[config.mk]
export PLATFORM = sky130hd
export DESIGN_NAME = float_to_fixed_81
export DESIGN_NICKNAME = d
export VERILOG_FILES = /design/src/rtl/float_to_fixed_81.sv
export SDC_FILE = /design/constraint.sdc
export NUM_CORES = 1
export LEC_CHECK = 0
export BUFFER_PORTS_ARGS = -buffer_cell sky130_fd_sc_hd__buf_2
export CAP_MARGIN = 20
export CORE_UTILIZATION = 50
export CTS_CLUSTER_SIZE = 25
export DETAILED_ROUTE_END_ITERATION = 16
export PLACE_DENSITY = 0.71
export SYNTH_ARGS = -nofsm -noshare
export SYNTH_HDL_FRONTEND = slang
export SYNTH_SLANG_ARGS = --single-unit
[constraint.sdc]
create_clock -name clk81 -period 4.9 [get_ports clk81]
set_clock_uncertainty 0.2 [all_clocks]
set_input_delay 0 -clock clk81 [delete_from_list [all_inputs] [get_ports clk81]]
set_output_delay 0 -clock clk81 [all_outputs]
set_load 0.03 [all_outputs]
[src/rtl/float_to_fixed_81.sv]
// IEEE-754 single to signed Q24.8 converter.
// Input capture, then unpack / shift / sign-saturate stages.
module float_to_fixed_81 (
  input  logic        clk81,
  input  logic        reset_81,
  input  logic        valid_in_81,
  input  logic [31:0] a81,
  output logic        valid_out_81,
  output logic [31:0] result_81,
  output logic        overflow_81,
  output logic        nan_81,
  output logic        inexact_81
);

  logic        v0;
  logic [31:0] a0;

  logic        v1;
  logic        s1;
  logic        zero1;
  logic        den1;
  logic        nan1;
  logic        inf1;
  logic [23:0] mag1;
  logic [9:0]  k1;

  logic        v2;
  logic        s2;
  logic        nan2;
  logic        ovf2;
  logic        inx2;
  logic [31:0] mag2;

  logic [7:0]  e0;
  logic [22:0] m0;
  logic [9:0]  nr;
  logic [31:0] sh;
  logic        ovf_c;
  logic        inx_c;
  logic [31:0] res_c;
  logic        ov_c;
  logic        ix_c;

  assign e0 = a0[30:23];
  assign m0 = a0[22:0];

  always_ff @(posedge clk81) begin
    if (reset_81) begin
      v0 <= 1'b0;
      a0 <= '0;
    end else begin
      v0 <= valid_in_81;
      a0 <= a81;
    end
  end

  always_ff @(posedge clk81) begin
    if (reset_81) begin
      v1    <= 1'b0;
      s1    <= 1'b0;
      zero1 <= 1'b0;
      den1  <= 1'b0;
      nan1  <= 1'b0;
      inf1  <= 1'b0;
      mag1  <= '0;
      k1    <= '0;
    end else begin
      v1    <= v0;
      s1    <= a0[31];
      zero1 <= (e0 == 8'd0);
      den1  <= (e0 == 8'd0) && (m0 != 23'd0);
      nan1  <= (e0 == 8'hFF) && (m0 != 23'd0);
      inf1  <= (e0 == 8'hFF) && (m0 == 23'd0);
      mag1  <= {1'b1, m0};
      k1    <= {2'b00, e0} - 10'd142;
    end
  end

  // k1 is two's complement; bit 9 set means a right shift.
  always_comb begin
    nr    = 10'd0 - k1;
    sh    = '0;
    ovf_c = 1'b0;
    inx_c = 1'b0;
    if (nan1) begin
      sh = '0;
    end else if (inf1) begin
      ovf_c = 1'b1;
    end else if (zero1) begin
      inx_c = den1;
    end else if (!k1[9]) begin
      if (k1 >= 10'd9) ovf_c = 1'b1;
      else sh = {8'd0, mag1} << k1[3:0];
    end else if (nr >= 10'd24) begin
      inx_c = 1'b1;
    end else begin
      sh    = {8'd0, mag1} >> nr[4:0];
      inx_c = |(mag1 & ((24'd1 << nr[4:0]) - 24'd1));
    end
  end

  always_ff @(posedge clk81) begin
    if (reset_81) begin
      v2   <= 1'b0;
      s2   <= 1'b0;
      nan2 <= 1'b0;
      ovf2 <= 1'b0;
      inx2 <= 1'b0;
      mag2 <= '0;
    end else begin
      v2   <= v1;
      s2   <= s1;
      nan2 <= nan1;
      ovf2 <= ovf_c;
      inx2 <= inx_c;
      mag2 <= sh;
    end
  end

  // Negative side reaches one step further: -2^31 is representable.
  always_comb begin
    res_c = '0;
    ov_c  = 1'b0;
    ix_c  = 1'b0;
    if (nan2) begin
      res_c = '0;
    end else if (ovf2) begin
      res_c = s2 ? 32'h8000_0000 : 32'h7FFF_FFFF;
      ov_c  = 1'b1;
    end else if (!s2 && mag2[31]) begin
      res_c = 32'h7FFF_FFFF;
      ov_c  = 1'b1;
    end else if (s2 && (mag2 > 32'h8000_0000)) begin
      res_c = 32'h8000_0000;
      ov_c  = 1'b1;
    end else begin
      res_c = s2 ? (32'd0 - mag2) : mag2;
      ix_c  = inx2;
    end
  end

  always_ff @(posedge clk81) begin
    if (reset_81) begin
      valid_out_81 <= 1'b0;
      result_81    <= '0;
      overflow_81  <= 1'b0;
      nan_81       <= 1'b0;
      inexact_81   <= 1'b0;
    end else begin
      valid_out_81 <= v2;
      if (v2) begin
        result_81   <= res_c;
        overflow_81 <= ov_c;
        nan_81      <= nan2;
        inexact_81  <= ix_c;
      end
    end
  end

endmodule

==> results of run 1 <==
## tightest hold or removal path, stage by stage
cell and delay [ns]:
buf_2 0.09, buf_4 0.34, nor2_1 0.16
## power by group through the flow
stage | logic (W) | registers (W) | clock network, W
3_5_place_dp | 0.000664 | 0.00130 | 0
4_1_cts | 0.000688 | 0.00128 | 0.00139
6_report | 0.000705 | 0.00128 | 0.00138
3_3_place_gp | 0.000664 | 0.00130 | 0
2_1_floorplan | 0.000504 | 0.00128 | 0
5_1_grt | 0.000764 | 0.00128 | 0.00145
## Yosys cell counts, drive strengths merged (6+ instances only)
library cell	count
a211oi	12
a21o	6
a21oi	81
a22o	12
a22oi	11
a32oi	11
and2	7
and3	6
buf	21
clkbuf	62
dfxtp	145
ha	8
inv	22
mux2	12
mux2i	25
mux4	23
nand2	130
nand2b	16
nand3	28
nand4	10
nor2	93
nor2b	72
nor3	28
nor4	20
o211ai	17
o21ai	84
o22ai	14
o311ai	13
o31ai	23
or2	6
or3	13
xnor2	11
xor2	6
## metal layers
layer | part of all wire | wire length, um | vias to the layer above
met5 | 0 | 0 | -
met1 | 0.41 | 11200 | 3989
met3 | 0.074 | 2060 | 90
li1 | - | - | 4164
met4 | 0.049 | 1360 | 0
met2 | 0.47 | 13000 | 443
## worst max-delay path by stage
stage                      from       end  slack, ns  depth (start not counted)
after floorplan           k1[0]      inx2       0.07                         19
after global placement    k1[0]      inx2       0.98                         10
final                     k1[0]  mag2[20]       0.86                         10
after detailed placement  k1[0]      inx2       0.98                         10
after CTS                 k1[0]      inx2       0.94                         10
after global routing      k1[0]      inx2       0.62                         10
## repair_timing
action | in CTS | in global routing
endpoints found under the hold margin | 33 | 0
resized for setup | 0 | 0
setup buffers | 0 | 0
hold buffers | 33 | 0
## kinds of logic (layout without fill, tap and decap cells)
family / count (synthesis) / count (layout) / synth area share
fa+ha+maj: 8 / 8 / 0.0113
xor+xnor: 17 / 17 / 0.0168
buf+inv: 108 / 180 / 0.0483
compound gates: 321 / 321 / 0.237
mux: 60 / 60 / 0.102
simple gates: 448 / 448 / 0.256
flops: 145 / 145 / 0.328
## flip-flops by register name (all words and copies together), names as in the netlist, 9 cells and up
| name | flops |
|---|---|
| a0 | 32 |
| result_81 | 32 |
| k1 | 9 |
| mag2 | 32 |
| mag1 | 24 |
## through the flow
| stage | cells | instance area, um2 | hold slack, ns | power (W) |
|---|---|---|---|---|
| 3_5_place_dp | 1339 | 9310 | 0.0116 | 0.00197 |
| 2_1_floorplan | 1107 | 8840 | -0.125 | 0.00178 |
| 5_1_grt | 1404 | 10300 | 0.0658 | 0.00350 |
| 6_report | 1404 | 10300 | 0.0254 | 0.00336 |
| 4_1_cts | 1404 | 10300 | 0.0171 | 0.00336 |
| 3_3_place_gp | 1339 | 9310 | 0.00900 | 0.00197 |
## area by class of cell
| type | instances | area (um2) |
|---|---|---|
| sequential | 145 | 2910 |
| tap | 225 | 282 |
| clock buffer | 18 | 429 |
| clock inverter | 14 | 194 |
| timing repair buffer | 123 | 831 |
| inverter | 25 | 93.8 |
| multi-input combinational | 854 | 5530 |
| fill | 1553 | 7030 |
==> key figures, run 1 <==
Power and ir drop
  • Sw Ratio: 0.314
  • Sw Pwr: around 0.0011 W
  • PD cells: 328 nW/um2
  • Logic gate share of total power: 0.209
  • Leak Pwr: a little under 4 nW
  • Sequential power share: 0.381
  • Internal power: about 0.0023 W
  • Clock share of power: 0.410
  • Maximum vdd drop: roughly 0.25 mV

Global route
  • All-Layer GR Usage: 0.305
  • Gr ovfl total: 0
  • First-pass GRT wire length: ~43 mm
  • Met2 usage: 0.493
  • Antenna violations before repair: 0
  • Largest net degree at the start of global routing: 87
  • Grt met1 use: 0.384
  • Grt met3 use: 0.0586
  • Vias in the first global route: roughly 8000
  • GR peak layer: met2

Clock network
  • Clk sinks: 145
  • Number of buffers on the longest clock path: 2
  • H-tree Lvls: 4
  • CTS Buf Count: 17
  • Reg clk slew, reported paths: around 0.060 ns
  • Clk Latency, worst-skew pair: 0.42 ns
  • TritonCTS clock tree: yes
  • Root Driver: clkbuf_16

Route
  • Drc violations: 0
  • Drt via density: approximately 6.2
  • Routed WL per cell: 19.7 um
  • Routed Wire Length: between 20 and 30 mm
  • DRT Pass-1 Iters: 5
  • Final ANT Viol Nets: 0
  • Initial DRC Count: a little over 900
  • Vias: slightly below 9000

Place
  • GPL Wtd Cong: 0.979
  • HPWL after detailed placement: between 15 and 20 mm
  • Pre-CTS setup slack: approximately 0.98 ns
  • PortBufs: 70

Synthesis
  • Synthesized cell area: about 8800 um2
  • #FFs+latches synth: between 100 and 150
  • Register area share after synthesis: 0.328
  • Dominant cells by area after synthesis: dfxtp_1, mux4_2, nand2_1, nor2b_1, a21oi_1
  • Yosys warnings: 0
  • Post-synth top flop: dfxtp_1
  • Post-synthesis cell type count: 74
  • Yosys top cell by area: dfxtp_1
  • Synth top area share: 0.328
  • Cells after synthesis: 1107
  • Avg Synthesized Cell Area: 7.99 um2
  • Syn Nets: ~1200
  • Post-synth EDFFs: 0
  • Synth async-reset ratio: 0

Final layout
  • Most common cell after layout, fill and taps aside: dfxtp_1
  • Commonest cells after routing, fill and taps aside: dfxtp_1, nand2_1, nor2_1
  • Diode count: 0
  • NumNets Final: about 1200
  • Final Util: 0.593
  • Layout cells sized above 1: 0.153
  • Synth-to-layout area growth: 16.1%

Critical path
  • RR Startpoint: k1[0]
  • CP max FO: 23
  • Worst path arrival time: 4.19 ns
  • Critical-path cell list: inv_1, ha_1, buf_4, or3b_2, o31a_1, a211oi_2, nor2b_1, nor2b_1, a22oi_1, nor2_1
  • FF-to-FF End: mag2[20]
  • Cell with the largest stage delay on the worst path: a211oi_2
  • Slowest cell delay on critical path: about 0.65 ns
  • CP top delay family: simple AND/OR/NAND/NOR gates
  • Worst R2R Setup Slack: between 0.8 and 0.9 ns
  • Crit path kind: reg2reg
  • Crit end category: flop
  • Worst setup SP type: flop
  • CP Buf/Inv Count: 2
  • R2R depth: 10
  • Worst EP required: about 5.1 ns
  • Worst path most repeated cell: nor2b_1

Min path
  • Worst hold endpoint: valid_out_81
  • Min-Delay Path Class: in2reg
  • WHS Path Cells: 3
  • HP Start: reset_81

Timing
  • Fmax: between 0.2 and 0.25 GHz
  • Slew HR: 0.363
  • Final critical-path share of the clock period: 0.825
  • Max-slew violations: 0
  • Setup TNS: 0 ns
  • Tightest Pin Transition: 0.954 ns
  • Setup violators final: 0
  • Final hold vios: 0
  • Post-route minimum period: around 4.0 ns
  • RSZ-0062 raised after global routing: no
  • Setup slack after layout: 0.858 ns

Run status
  • Status: completed

Die
  • DIE WIDTH: 135 um
  • Die area: roughly 18000 um2
  • Core Box Area: between 15000 and 20000 um2
  • Die height: about 130 um
  • Starting Density: 0.511
  • # rows: 48
  • I/O pin total: just over 70

Flow run
  • Max-Cap Viols: 0
Note: power is estimated with default switching activity, not from simulation.
==> run 2, diff against run 1 <==
- clock period: 4.9 -> 3.7 ns (I/O delays scaled with it)
==> key figures, run 2 (same netlist as run 1, synthesis figures left out) <==
Run status
  • Status: completed

Timing
  • Tightest Pin Transition: 0.870 ns (-0.0844 ns)
  • RSZ-0062 raised after global routing: no
  • Final hold vios: 0 (unchanged)
  • Setup violators final: 0 (unchanged)
  • Final critical-path share of the clock period: 0.941 (+0.116)
  • Setup TNS: 0 ns (unchanged)
  • Fmax: 0.287 GHz (+16%)
  • Post-route minimum period: 3.48 ns (-0.562 ns)
  • Slew HR: 0.420 (+0.0571)
  • Max-slew violations: 0 (unchanged)

Clock network
  • Post-CTS Hold Fix Bufs: 63 (+91%)
  • Reg clk slew, reported paths: 0.07 ns (about the same)
  • Root Driver: clkbuf_16
  • CTS Buf Count: 17 (unchanged)
  • TritonCTS clock tree: yes
  • Post-CTS Setup Bufs: 0 (unchanged)
  • Clk Latency, worst-skew pair: 0.42 ns (about the same)
  • H-tree Lvls: 4 (unchanged)
  • Number of buffers on the longest clock path: 2 (unchanged)
  • Clk sinks: 145 (unchanged)
  • Post-CTS resize count: 0 (unchanged)

Power and ir drop
  • Leak Pwr: 4.19 nW (+7.5%)
  • Logic gate share of total power: 0.229 (+0.020)
  • Sw Ratio: 0.339 (+0.0251)
  • Sw Pwr: 0.00151 W (+43%)
  • Internal power: 0.00294 W (+27%)
  • PD cells: 412 nW/um2 (+26%)
  • Clock share of power: 0.390 (-0.020)
  • Sequential power share: 0.381 (about the same)
  • Maximum vdd drop: 0.349 mV (+41%)

Final layout
  • Sequential cell area: 2910 um2 (unchanged)
  • Top Registers: a0 (32), mag2 (32), result_81 (32)
  • Commonest cells after routing, fill and taps aside: dfxtp_1, nand2_1, nor2_1
  • Filler cells: 1466 (-5.6%)
  • NumNets Final: 1264 (+4.5%)
  • Most common cell after layout, fill and taps aside: dfxtp_1
  • Fin cells: 1460 (+4.0%)
  • Synth-to-layout area growth: 22.0%
  • Layout cells sized above 1: 0.169 (+0.0167)
  • Area of the multi-input gates: 5570 um2 (+0.70%)

Route
  • Final ANT Viol Nets: 0 (unchanged)
  • Routed Wire Length: 30.7 mm (+11%)
  • DRT Pass-1 Iters: 6 (+1)
  • Initial DRC Count: 1187 (+31%)
  • Routed WL per cell: 21.0 um (+6.9%)
  • Drt via density: 6.26 (+1.2%)
  • Vias: 9144 (+5.3%)
  • Drc violations: 0 (unchanged)

Place
  • DP Cell Count: 1364 (+1.9%)
  • PortBufs: 70 (unchanged)
  • HPWL after detailed placement: 21.0 mm (+11%)
  • GPL Wtd Cong: 0.990 (+1.1%)

Global route
  • First-pass GRT wire length: 47.8 mm (+12%)
  • Antenna violations before repair: 1 (+1)
  • Gr ovfl total: 0 (unchanged)
  • Largest net degree at the start of global routing: 48 (-45%)
  • Vias in the first global route: 8607 (+10%)
  • All-Layer GR Usage: 0.344 (+0.0383)

Critical path
  • Crit end category: flop
  • R2R depth: 12 (+2)
  • Worst EP required: 3.81 ns (-1.24 ns)
  • Worst path arrival time: 3.59 ns (-0.60 ns)
  • Worst setup SP type: flop
  • Crit path kind: reg2reg
  • CP max FO: 14 (-39%)

Die
  • Die area: 18200 um2 (unchanged)
  • Die height: 135 um (unchanged)
  • Starting Density: 0.511 (unchanged)
  • # rows: 48 (unchanged)
  • DIE WIDTH: 135 um (unchanged)
  • I/O pin total: 71 (unchanged)
  • Core Box Area: 17300 um2 (unchanged)

Min path
  • Min-Delay Path Class: in2reg
  • WHS Path Cells: 3 (unchanged)

Flow run
  • Max-Cap Viols: 0 (unchanged)
-- run 2: cell count changes in the layout (fill, tap and decap cells not counted), sizes merged --
cell / before / now
clkbuf: 18 / 17
buf: 90 / 115
bufinv: 3 / 0
clkinvlp: 2 / 1
dlygate4sd3: 33 / 63
diode: 0 / 1
clkinv: 5 / 10
-- run 2: final cells by class --
class,count,share of cell area
diodes,1,0.000232
clock buffers,17,0.0394
well taps,225,0.0261
multi-input cells,854,0.516
repair buffers,178,0.122
clock inverters,15,0.0174
inverters,25,0.00882
flip-flops and latches,145,0.269
-- run 2: path summary, 6_finish.rpt --
kind | start | to | slack (ns)
setup / recovery | k1[1] | inx2 | 0.22
hold / removal | a81[8] | a0[8] | 0.13
setup reg to reg | k1[1] | inx2 | 0.22
hold reg to reg | v1 | v2 | 0.24
-- run 2: power by group through the flow --
stage / Sequential [W] / Clock [W] / Combinational (W)
floorplan: 0.00169 / 0 / 0.000686
global placement: 0.00172 / 0 / 0.000936
detailed placement: 0.00172 / 0 / 0.000929
CTS: 0.00169 / 0.00175 / 0.000984
global route: 0.00170 / 0.00182 / 0.00110
finish: 0.00169 / 0.00173 / 0.00102
-- run 2: metal layers --
layer  wire, um  global-route usage  vias to the layer above
met5          0                   0                        -
li1           -                   -                     4286
met2      14800               0.576                      485
met4       1250               0.159                        0
met3       2070              0.0424                       79
met1      12600               0.440                     4294
-- run 2: worst max-delay path: stages (launching register included) --
cell      delay, ns
dfxtp_1        0.32
buf_4          0.19
clkinv_2       0.10
buf_4          0.18
ha_1           0.30
or3_1          0.36
nor2_1         0.56
o31ai_4        0.19
a21o_1         0.25
mux2_2         0.24
nand4_1        0.09
nor4_1         0.26
a31oi_1        0.12
-- run 2: stage by stage --
step	utilization	total power, W	hold WS, ns	cell area (um2)	worst slack, ns
2_1_floorplan	-	0.00238	-0.125	8950	0.0104
3_3_place_gp	0.552	0.00266	0.00805	9540	0.319
3_5_place_dp	0.552	0.00265	0.0130	9540	0.346
4_1_cts	0.623	0.00443	0.116	10800	0.330
5_1_grt	0.624	0.00462	0.169	10800	0.0536
6_report	0.624	0.00444	0.130	10800	0.220
==> run 3, diff against run 2 <==
- PLACE_DENSITY: 0.71 -> 0.69
==> key figures, run 3 (same netlist as run 1, synthesis figures left out) <==
Critical path
  • FF-to-FF End: inx2
  • CP top delay family: simple AND/OR/NAND/NOR gates
  • Slowest cell delay on critical path: 0.50 ns (-0.06 ns)
  • CP max FO: 23 (+9)
  • Crit. path cell count: 10 (-2)
  • Worst path arrival time: 3.48 ns (-0.11 ns)
  • Setup crit start: k1[0]
  • RR Startpoint: k1[0]
  • Worst setup SP type: flop
  • Crit end category: flop
  • Crit path kind: reg2reg
  • Setup crit end: inx2
  • Worst EP required: 3.80 ns (about the same)
  • R2R depth: 10 (-2)
  • Cell with the largest stage delay on the worst path: or3b_2
  • CP Buf/Inv Count: 1 (-2)
  • Critical-path cell list: inv_1, ha_4, or3b_2, a311oi_1, or2_2, a21o_1, nor2_1, or3b_1, nor4_1, a31oi_1
  • Worst R2R Setup Slack: 0.32 ns (+0.10 ns)

Global route
  • Gr ovfl total: 0 (unchanged)
  • Antenna violations before repair: 0 (-1)
  • All-Layer GR Usage: 0.320 (-0.0236)
  • Largest net degree at the start of global routing: 63 (+31%)
  • First-pass GRT wire length: 44.3 mm (-7.4%)
  • Vias in the first global route: 8099 (-5.9%)

Final layout
  • Filler cells: 1524 (+4.0%)
  • Final non-filler cell area: 10400 um2 (-3.2%)
  • NumNets Final: 1232 (-2.5%)
  • Most common cell after layout, fill and taps aside: dfxtp_1
  • Synth-to-layout area growth: 18.1%
  • Diode count: 0 (-1)
  • Commonest cells after routing, fill and taps aside: dfxtp_1, nand2_1, nor2_1
  • Top Registers: a0 (32), mag2 (32), result_81 (32)
  • Layout cells sized above 1: 0.171 (+0.00201)

Timing
  • Setup TNS: 0 ns (unchanged)
  • Tightest Pin Transition: 0.931 ns (+0.0620 ns)
  • Final hold vios: 0 (unchanged)
  • RSZ-0062 raised after global routing: no
  • Post-route minimum period: 3.38 ns (-0.104 ns)
  • Fmax: 0.296 GHz (+3.1%)
  • Final critical-path share of the clock period: 0.912 (-0.0281)
  • Setup slack after layout: 0.324 ns (+0.104 ns)
  • Setup violators final: 0 (unchanged)
  • Slew HR: 0.379 (-0.0413)
  • Final hold slack: 0.109 ns (-0.0207 ns)
  • Max-slew violations: 0 (unchanged)

Place
  • Pre-CTS setup slack: 0.373 ns (+0.0270 ns)
  • Dpl cell area: 9520 um2 (-0.24%)
  • HPWL after detailed placement: 20.3 mm (-3.5%)
  • PortBufs: 70 (unchanged)
  • GPL Wtd Cong: 0.959 (-3.1%)

Clock network
  • Reg clk slew, reported paths: 0.07 ns (about the same)
  • Root Driver: clkbuf_16
  • Clk Latency, worst-skew pair: 0.43 ns (about the same)
  • Number of buffers on the longest clock path: 2 (unchanged)
  • Post-CTS resize count: 0 (unchanged)
  • TritonCTS clock tree: yes
  • H-tree Lvls: 4 (unchanged)
  • CTS Buf Count: 17 (unchanged)
  • Clk sinks: 145 (unchanged)
  • Post-CTS Hold Fix Bufs: 34 (-46%)
  • Post-CTS Setup Bufs: 0 (unchanged)

Power and ir drop
  • Maximum vdd drop: 0.361 mV (+3.5%)
  • Design Power: 0.00435 W (-2.0%)
  • Leak Pwr: 4.00 nW (-4.4%)
  • PD cells: 417 nW/um2 (+1.2%)

Route
  • Initial DRC Count: 981 (-17%)
  • Vias: 8793 (-3.8%)
  • Routed Wire Length: 28.6 mm (-6.7%)
  • Routed WL per cell: 20.1 um (-4.6%)
  • DRT Pass-1 Iters: 6 (unchanged)
  • Final ANT Viol Nets: 0 (unchanged)
  • Drt via density: 6.16 (-1.6%)
  • Drc violations: 0 (unchanged)

Flow run
  • Max-Cap Viols: 0 (unchanged)

Die
  • Die height: 135 um (unchanged)
  • Core Box Area: 17300 um2 (unchanged)
  • Starting Density: 0.511 (unchanged)
  • DIE WIDTH: 135 um (unchanged)
  • # rows: 48 (unchanged)
  • Die area: 18200 um2 (unchanged)
  • I/O pin total: 71 (unchanged)

Run status
  • Status: completed

Min path
  • Min-Delay Path Class: in2reg
-- run 3: cell types whose count changed in the layout (fill, tap and decap cells not counted), moves of 2 or more --
cell | previous run | this run
buf_4 | 45 | 42
clkinv_8 | 5 | 0
inv_6 | 1 | 3
dlygate4sd3_1 | 63 | 34
-- run 3: power by group --
part / switching [W] / total, W / internal [W]
clock network: 0.000718 / 0.00169 / 0.000967
logic: 0.000593 / 0.000977 / 0.000384
registers: 0.0000771 / 0.00169 / 0.00161
total: 0.00139 / 0.00435 / 0.00297
-- run 3: layout make-up --
type                            instances  area [um2]  share of cell area
Clock buffer                           18         439              0.0421
Clock inverter                         14         148              0.0141
Inverter                               25        95.1             0.00911
Multi-Input combinational cell        854        5570               0.533
Sequential cell                       145        2910               0.278
Tap cell                              225         282              0.0270
Timing Repair Buffer                  146        1010              0.0963
-- run 3: worst reg2reg max path, delay by kind of cell, from the launching register on --
kind / cells / cell delay, ns
adder cells (fa/ha/maj): 1 / 0.34
flip-flops: 1 / 0.38
AND/OR/NAND/NOR: 5 / 1.45
AO/OA/AOI/OAI: 3 / 0.76
buffers and inverters: 1 / 0.14
-- run 3: per-layer routing --
metal	GRT usage	up-vias	routed length (um)
li1	-	4221	-
met3	0.0612	82	2340
met5	0	-	0
met2	0.515	441	13100
met1	0.412	4049	12000
met4	0.154	0	1210
-- run 3: how the worst min path moves through the flow --
stage          startpoint       end  slack (ns)  depth (start not counted)
6_report           a81[2]     a0[2]        0.11                          3
5_1_grt           a81[30]    a0[30]        0.10                          3
4_1_cts            a81[2]     a0[2]        0.10                          3
3_5_place_dp       a81[2]     a0[2]        0.01                          2
3_3_place_gp       a81[6]     a0[6]       0.007                          2
2_1_floorplan    reset_81  mag1[23]       -0.13                          1
-- run 3: stage by stage --
stage / util / std cells
5_1_grt: 0.604 / 1427
6_report: 0.604 / 1427
3_5_place_dp: 0.550 / 1361
2_1_floorplan: - / 1107
4_1_cts: 0.604 / 1427
3_3_place_gp: 0.550 / 1361
